$ cat config.mk
export PLATFORM = sky130hd
export DESIGN_NAME = projectile_controller
export DESIGN_NICKNAME = d
export VERILOG_FILES = /design/src/rtl/projectile_controller.sv
export SDC_FILE = /design/constraint.sdc
export NUM_CORES = 1
export LEC_CHECK = 0
export CAP_MARGIN = 20
export CORE_MARGIN = 4
export CORE_UTILIZATION = 30
export CTS_CLUSTER_DIAMETER = 200
export DETAILED_ROUTE_END_ITERATION = 16
export RECOVER_POWER = 100
export SLEW_MARGIN = 20
export SYNTH_ARGS = -nofsm -noshare
export SYNTH_HDL_FRONTEND = slang
export SYNTH_SLANG_ARGS = --single-unit
export TNS_END_PERCENT = 100
$ cat constraint.sdc
create_clock -name clk -period 2.9 [get_ports clk]
set_clock_uncertainty 0.05 [all_clocks]
set_input_delay 0.725 -clock clk [delete_from_list [all_inputs] [get_ports clk]]
set_output_delay 0.725 -clock clk [all_outputs]
set_load 0.01 [all_outputs]
$ cat src/rtl/projectile_controller.sv
// rtl/projectile_controller.sv - single-projectile launch/flight/cooldown controller
// Drives the projectile coordinates and reports hit/miss retirement pulses.
module projectile_controller #(
  parameter int SCREEN_H   = 480,
  parameter int PROJ_H     = 8,
  parameter int PROJ_SPEED = 4,
  parameter int DIR        = 0,
  parameter int COOLDOWN   = 8
) (
  input  logic       clk,
  input  logic       rst,
  input  logic       clk_proj,
  input  logic       fire,
  input  logic [9:0] launch_x,
  input  logic [9:0] launch_y,
  input  logic       collision,
  output logic [9:0] proj_x,
  output logic [9:0] proj_y,
  output logic       proj_active,
  output logic       ready,
  output logic       hit,
  output logic       miss
);

  typedef enum logic [1:0] {
    S_IDLE,
    S_FLIGHT,
    S_COOLDOWN
  } state_t;

  localparam logic [9:0]  SPEED   = 10'(PROJ_SPEED);
  localparam logic [10:0] Y_LIMIT = 11'(SCREEN_H - PROJ_H);
  localparam logic [7:0]  CD_LOAD = 8'(COOLDOWN);

  state_t      state, state_n;
  logic [7:0]  cd_cnt, cd_cnt_n;
  logic [9:0]  x_n, y_n;
  logic        active_n, ready_n, hit_n, miss_n;
  logic [10:0] y_sum;
  logic        off_screen;

  // Downward sum is carried at 11 bits so a sprite near the bottom cannot wrap.
  assign y_sum      = {1'b0, proj_y} + {1'b0, SPEED};
  assign off_screen = (DIR == 0) ? (proj_y < SPEED) : (y_sum > Y_LIMIT);

  always_comb begin
    state_n  = state;
    cd_cnt_n = cd_cnt;
    x_n      = proj_x;
    y_n      = proj_y;
    active_n = proj_active;
    hit_n    = 1'b0;
    miss_n   = 1'b0;
    case (state)
      S_IDLE: begin
        if (fire) begin
          x_n      = launch_x;
          y_n      = launch_y;
          active_n = 1'b1;
          state_n  = S_FLIGHT;
        end
      end
      S_FLIGHT: begin
        // Collision wins over a coincident movement tick.
        if (collision) begin
          hit_n    = 1'b1;
          active_n = 1'b0;
          cd_cnt_n = CD_LOAD;
          state_n  = S_COOLDOWN;
        end else if (clk_proj) begin
          if (off_screen) begin
            miss_n   = 1'b1;
            active_n = 1'b0;
            cd_cnt_n = CD_LOAD;
            state_n  = S_COOLDOWN;
          end else if (DIR == 0) begin
            y_n = proj_y - SPEED;
          end else begin
            y_n = proj_y + SPEED;
          end
        end
      end
      S_COOLDOWN: begin
        if (clk_proj) begin
          if (cd_cnt <= 8'd1) begin
            cd_cnt_n = 8'd0;
            state_n  = S_IDLE;
          end else begin
            cd_cnt_n = cd_cnt - 8'd1;
          end
        end
      end
      default: begin
        state_n  = S_IDLE;
        cd_cnt_n = 8'd0;
        active_n = 1'b0;
      end
    endcase
    ready_n = (state_n == S_IDLE);
  end

  always_ff @(posedge clk or negedge rst) begin
    if (!rst) begin
      state       <= S_IDLE;
      cd_cnt      <= 8'd0;
      proj_x      <= 10'd0;
      proj_y      <= 10'd0;
      proj_active <= 1'b0;
      ready       <= 1'b1;
      hit         <= 1'b0;
      miss        <= 1'b0;
    end else begin
      state       <= state_n;
      cd_cnt      <= cd_cnt_n;
      proj_x      <= x_n;
      proj_y      <= y_n;
      proj_active <= active_n;
      ready       <= ready_n;
      hit         <= hit_n;
      miss        <= miss_n;
    end
  end

endmodule

==> Word-level counts from Yosys, hierarchy flattened <==
Index checks and enable logic that the tools add are counted.
{ "totals": {"regBits": 34, "in_bits": 25, "output_inout_bits": 24, "wordCells": 59} }
{ "classes": {"addsub": 2, "magnitude_cmp": 2, "eq_ne": 9, "muxes": 29, "n_bitwise": 2, "n_reduce_logical": 7} }
{ "op_table": {"columns": ["operator", "n"], "rows": [
  ["$mux 10", 4],
  ["$mux 8", 5],
  ["$pmux 8 s3", 1],
  ["$pmux 10 s2", 1],
  ["$mux 2", 6],
  ["$lt 10x3->1 const B", 1],
  ["$mux 1", 10],
  ["$ne 2x2->1 const B", 5],
  ["$sub 10x3->10 const B", 1],
  ["$le 8x1->1 const B", 1],
  ["$reduce_and 4->1", 2],
  ["$sub 8x1->8 const B", 1],
  ["$ne 3x3->1 const B", 2],
  ["$pmux 2 s3", 1],
  ["$reduce_and 5->1", 1],
  ["$logic_not 2->1", 2],
  ["$pmux 1 s3", 1],
  ["$eq 2x1->1 const B", 1],
  ["$eq 2x2->1 const B", 1],
  ["$not 1->1", 2],
  ["$reduce_and 2->1", 1],
  ["$reduce_bool 2->1", 1]
]} }

==> Logic depth before layout (Yosys ltp) <==
{ "depth": {"depth_word": 6, "ltp_mapped": 7, "depth_no_buf": 6} }

==> Worst setup path before layout <==
Ideal clock, no wire load.
{ "synth_timing": {"kind": "flip-flop to flip-flop", "from": "register proj_y[2]", "to": "register cd_cnt[4]", "setup_time_ns": 0.095, "arrival_time_ns": 1.802, "required_time_ns": 2.755, "path_slack_ns": 0.952, "stages_incl_launch_ff": 7, "path_buffers": 0, "period_less_slack_ns": 1.948, "path_cell_list": "dfrtp_1 inv_1 ha_1 nor4b_4 a31oi_4 or3_4 o31ai_1"} }
{ "synth_between": {"elab_chain_len": 3} }
{ "synth_lines": {"columns": ["item", "line", "text"], "rows": [
  ["start, declared", "18", "output logic [9:0] proj_y,"],
  ["start signal, assigned", "116", "proj_y <= y_n;"],
  ["$lt 10x3->1", "44", "assign off_screen = (DIR == 0) ? (proj_y < SPEED) : (y_sum > Y_LIMIT);"],
  ["$ne 3x3->1 (no source line)", null, null],
  ["$reduce_and 4->1 (no source line)", null, null],
  ["end signal, assigned", "114", "cd_cnt <= cd_cnt_n;"],
  ["end, declared", "36", "logic [7:0] cd_cnt, cd_cnt_n;"]
]} }
Every way passes these cells.
A chain may end at the register's enable or synchronous reset.

==> Worst setup path in the final report <==
{ "layout_timing": {"from": "input clk_proj", "to": "register proj_y[3]"} }
{ "layout_between": {"elab_chain_len": 2} }
{ "layout_lines": {"columns": ["item", "line", "text"], "rows": [
  ["start, declared", "12", "input logic clk_proj,"],
  ["$ne 2x2->1 (no source line)", null, null],
  ["$reduce_and 5->1 (no source line)", null, null]
]} }
Every way passes these cells.

==> results.yml <==
worst_setup_path:
  cp_data_arrival_time_ns: 2.51
  worstReg2RegStart: "state[1]"
  crit_slowest_cell: "dlygate4sd3_1"
  cp_num_buf_inv: 2
  cp-start-kind: "input pin"
  crit_chain: "dlygate4sd3_1, nand3b_1, a21oi_1, clkbuf_1, and2_0, o21ai_0"
  worstPathMaxFanout: 11
  startpoint: "clk_proj"
  slowest_delay_ns: 0.63
  critPathTopFamily: "buffers and inverters"
  cp-end-kind: "register"
  worstSetupPathType: "input pin to register"
  required_ns: 3.00
timing:
  drv_slew: 0
  fmax_ghz: 0.416
  min_period_over_period_pct: 83.0
  max_slew.worst_pin.slew_ns: 0.859
  hold_viol_final: 0
  grt_setup_unrepaired: "no"
  setup_tns_ns: 0
  slew_headroom_pct: 42.8
  min_period_ns: 2.41
  setup_viol: 0
outcome:
  status: "completed"
die:
  core_area_mm2: 0.00596
  die_w_um: 86.6
  rows: 28
  die_h_um: 86.6
  start_util_pct: 31.1
  ios: 49
  die_area_mm2: 0.00750
synth:
  synth_most_common_cell: "dfrtp_1"
  synthTopCellsByCount: "dfrtp_1, a21oi_1, nor2_1, o21ai_0, mux2_2"
  synth_edf_count: 0
  yosys.cell_types.count: 45
  synth_area_leaders: "dfrtp_1, mux2_2, ha_1"
  synth-compound-area-share_pct: 22.8
  synth_top_area_share_pct: 44.6
  yosysSeqAreaShare_pct: 46.0
  synth_top_family_by_area: "compound AO/OA/AOI/OAI gates"
  syn-num-nets: 210
  synthFlopType: "dfrtp_1"
  syn_area_per_cell_um2: 10.4
  synthAdderAreaFrac_pct: 4.73
  synth_top_cell_by_area: "dfrtp_1"
  synthMuxAreaShare_pct: 6.62
  synthSimpleGateAreaFrac_pct: 17.5
  synth_area_mm2: 0.00185
  synthXorXnorAreaFrac_pct: 0
  synthArstFlopShare_pct: 100
  synth_cells: 178
  yosys_register_bits: 34
  synth_warnings: 0
grt:
  grt_pass1_vias: 1696
  antenna_found_initial: 0
  groute.usage.overall_pct: 13.2
  grt_max_degree: 35
  grt_first_pass_wirelength_um: 7870
  grt_overflow_total: 0
detailed_routing:
  viasPerCell: 5.17
  drtPass1Iterations: 4
  vias: 1592
  wl_um: 4560
  drt_iter0_drc: 111
  routedWlPerCell_um: 14.8
  antenna_left: 0
  drcViolationCount: 0
finish:
  area_delta_synth_final_pct: 37.4
  layout-drive-gt1-share_pct: 12.9
  final-seq-area_um2: 852
  nFillCells: 590
  multiInputGateArea_um2: 936
  nets: 264
  final_area_mm2: 0.00255
  antennaDiodeCount: 0
clock_network:
  ctsResizeCount: 0
  postCtsHoldBufs: 0
  cts_tree: "done"
  cts-root-buf: "clkbuf_8"
  h-tree-depth: 2
  cts_max_path_buffers: 2
  clock_sinks: 34
  clkTransAtPathRegs_ns: 0.07
  insertion_delay_ns: 0.29
  post_cts_buffers: 0
  cts_buffers: 5
min_path:
  hold_start: "proj_x[9]"
  worstHoldPathType: "register to register"
power_and_ir_drop:
  ir_drop_uv: 403
  leakage_nw: 1.06
  power.density_mw_per_mm2: 1040
  p_total_mw: 2.64
place:
  dp_hpwl_um: 3370
  gp_congestion: 0.818
  dpl_cell_area_mm2: 0.00243
  io_buffer_count: 48
run:
  maxCapViolations: 0
==> metrics by stage <==
stage	worst slack (ns)	cells	hold slack, ns	util, %
6_report	0.494	308	0.449	42.8
3_3_place_gp	0.442	300	0.438	40.9
3_5_place_dp	0.407	300	0.441	40.9
4_1_cts	0.704	308	0.460	43.2
2_1_floorplan	0.952	178	0.379	-
5_1_grt	0.315	308	0.475	42.8
==> path summary, 6_finish.rpt <==
| check | to | slack (ns) | cells after the start |
|---|---|---|---|
| setup reg to reg | cd_cnt[7] | 0.57 | 6 |
| hold reg to reg | proj_x[9] | 0.45 | 1 |
| setup / recovery | proj_y[3] | 0.49 | 6 |
| min in group asynchronous | cd_cnt[4] | 1.02 | 2 |
| hold / removal | proj_x[9] | 0.45 | 1 |
| max in group asynchronous | state[0] | 1.24 | 2 |
==> state kept, by name (all words and copies together), names as in the netlist <==
name and count:
cd_cnt 8, hit 1, miss 1, proj_active 1
proj_x 10, proj_y 10, ready 1, state 2
==> metal layers <==
| metal | vias up | wire length [um] | GRT usage (%) |
|---|---|---|---|
| met5 | - | 0 | 0 |
| met4 | 0 | 51 | 4.67 |
| met3 | 5 | 335 | 4.56 |
| met2 | 36 | 2110 | 21.0 |
| met1 | 768 | 2060 | 16.6 |
| li1 | 783 | - | - |
==> area by class of cell <==
cell class                 instances  area share [%]
multi-input combinational        132            36.8
sequential                        34            33.5
timing repair buffer              51            19.5
tap                               75            3.69
clock buffer                       5            2.70
clock inverter                     3            2.70
inverter                           8            1.18
==> worst reg2reg max path, stage by stage, from the launching register on <==
cell and delay, ns:
dfrtp_1 0.41, inv_1 0.10, ha_1 0.40, nand2b_1 0.16
a31oi_1 0.64, nor3_1 0.21, a22o_1 0.25
==> where the power goes <==
part | switching (mW) | leakage (nW) | internal [mW] | total, mW
Sequential | 0.151 | 0.421 | 0.665 | 0.816
Clock | 0.183 | 0.0683 | 0.344 | 0.527
Combinational | 0.675 | 0.571 | 0.626 | 1.30
==> logic make-up (layout without fill, tap and decap cells) <==
group / after synthesis / count (layout)
AOI/OAI and AO/OA: 59 / 59
buffers and inverters: 12 / 67
DFF: 34 / 34
muxes: 11 / 11
adders and majority gates: 7 / 7
and+or+nand+nor: 55 / 55
==> cells in the final DEF, fill, tap and decap left out, drive strengths merged, types with 3 or more instances in the layout <==
| cell | n |
|---|---|
| o21ai | 11 |
| clkdlybuf4s50 | 21 |
| a21o | 3 |
| nor2b | 3 |
| dlygate4sd3 | 27 |
| a31oi | 7 |
| inv | 7 |
| mux2 | 10 |
| clkbuf | 7 |
| nor3 | 9 |
| a21oi | 11 |
| ha | 7 |
| o31ai | 5 |
| and2 | 3 |
| nand2b | 4 |
| nor3b | 3 |
| nor2 | 11 |
| a22o | 6 |
| dfrtp | 33 |
| o211ai | 4 |
| nand2 | 7 |
| nand3 | 4 |
| or3 | 4 |
Note: power is estimated with default switching activity, not from simulation.
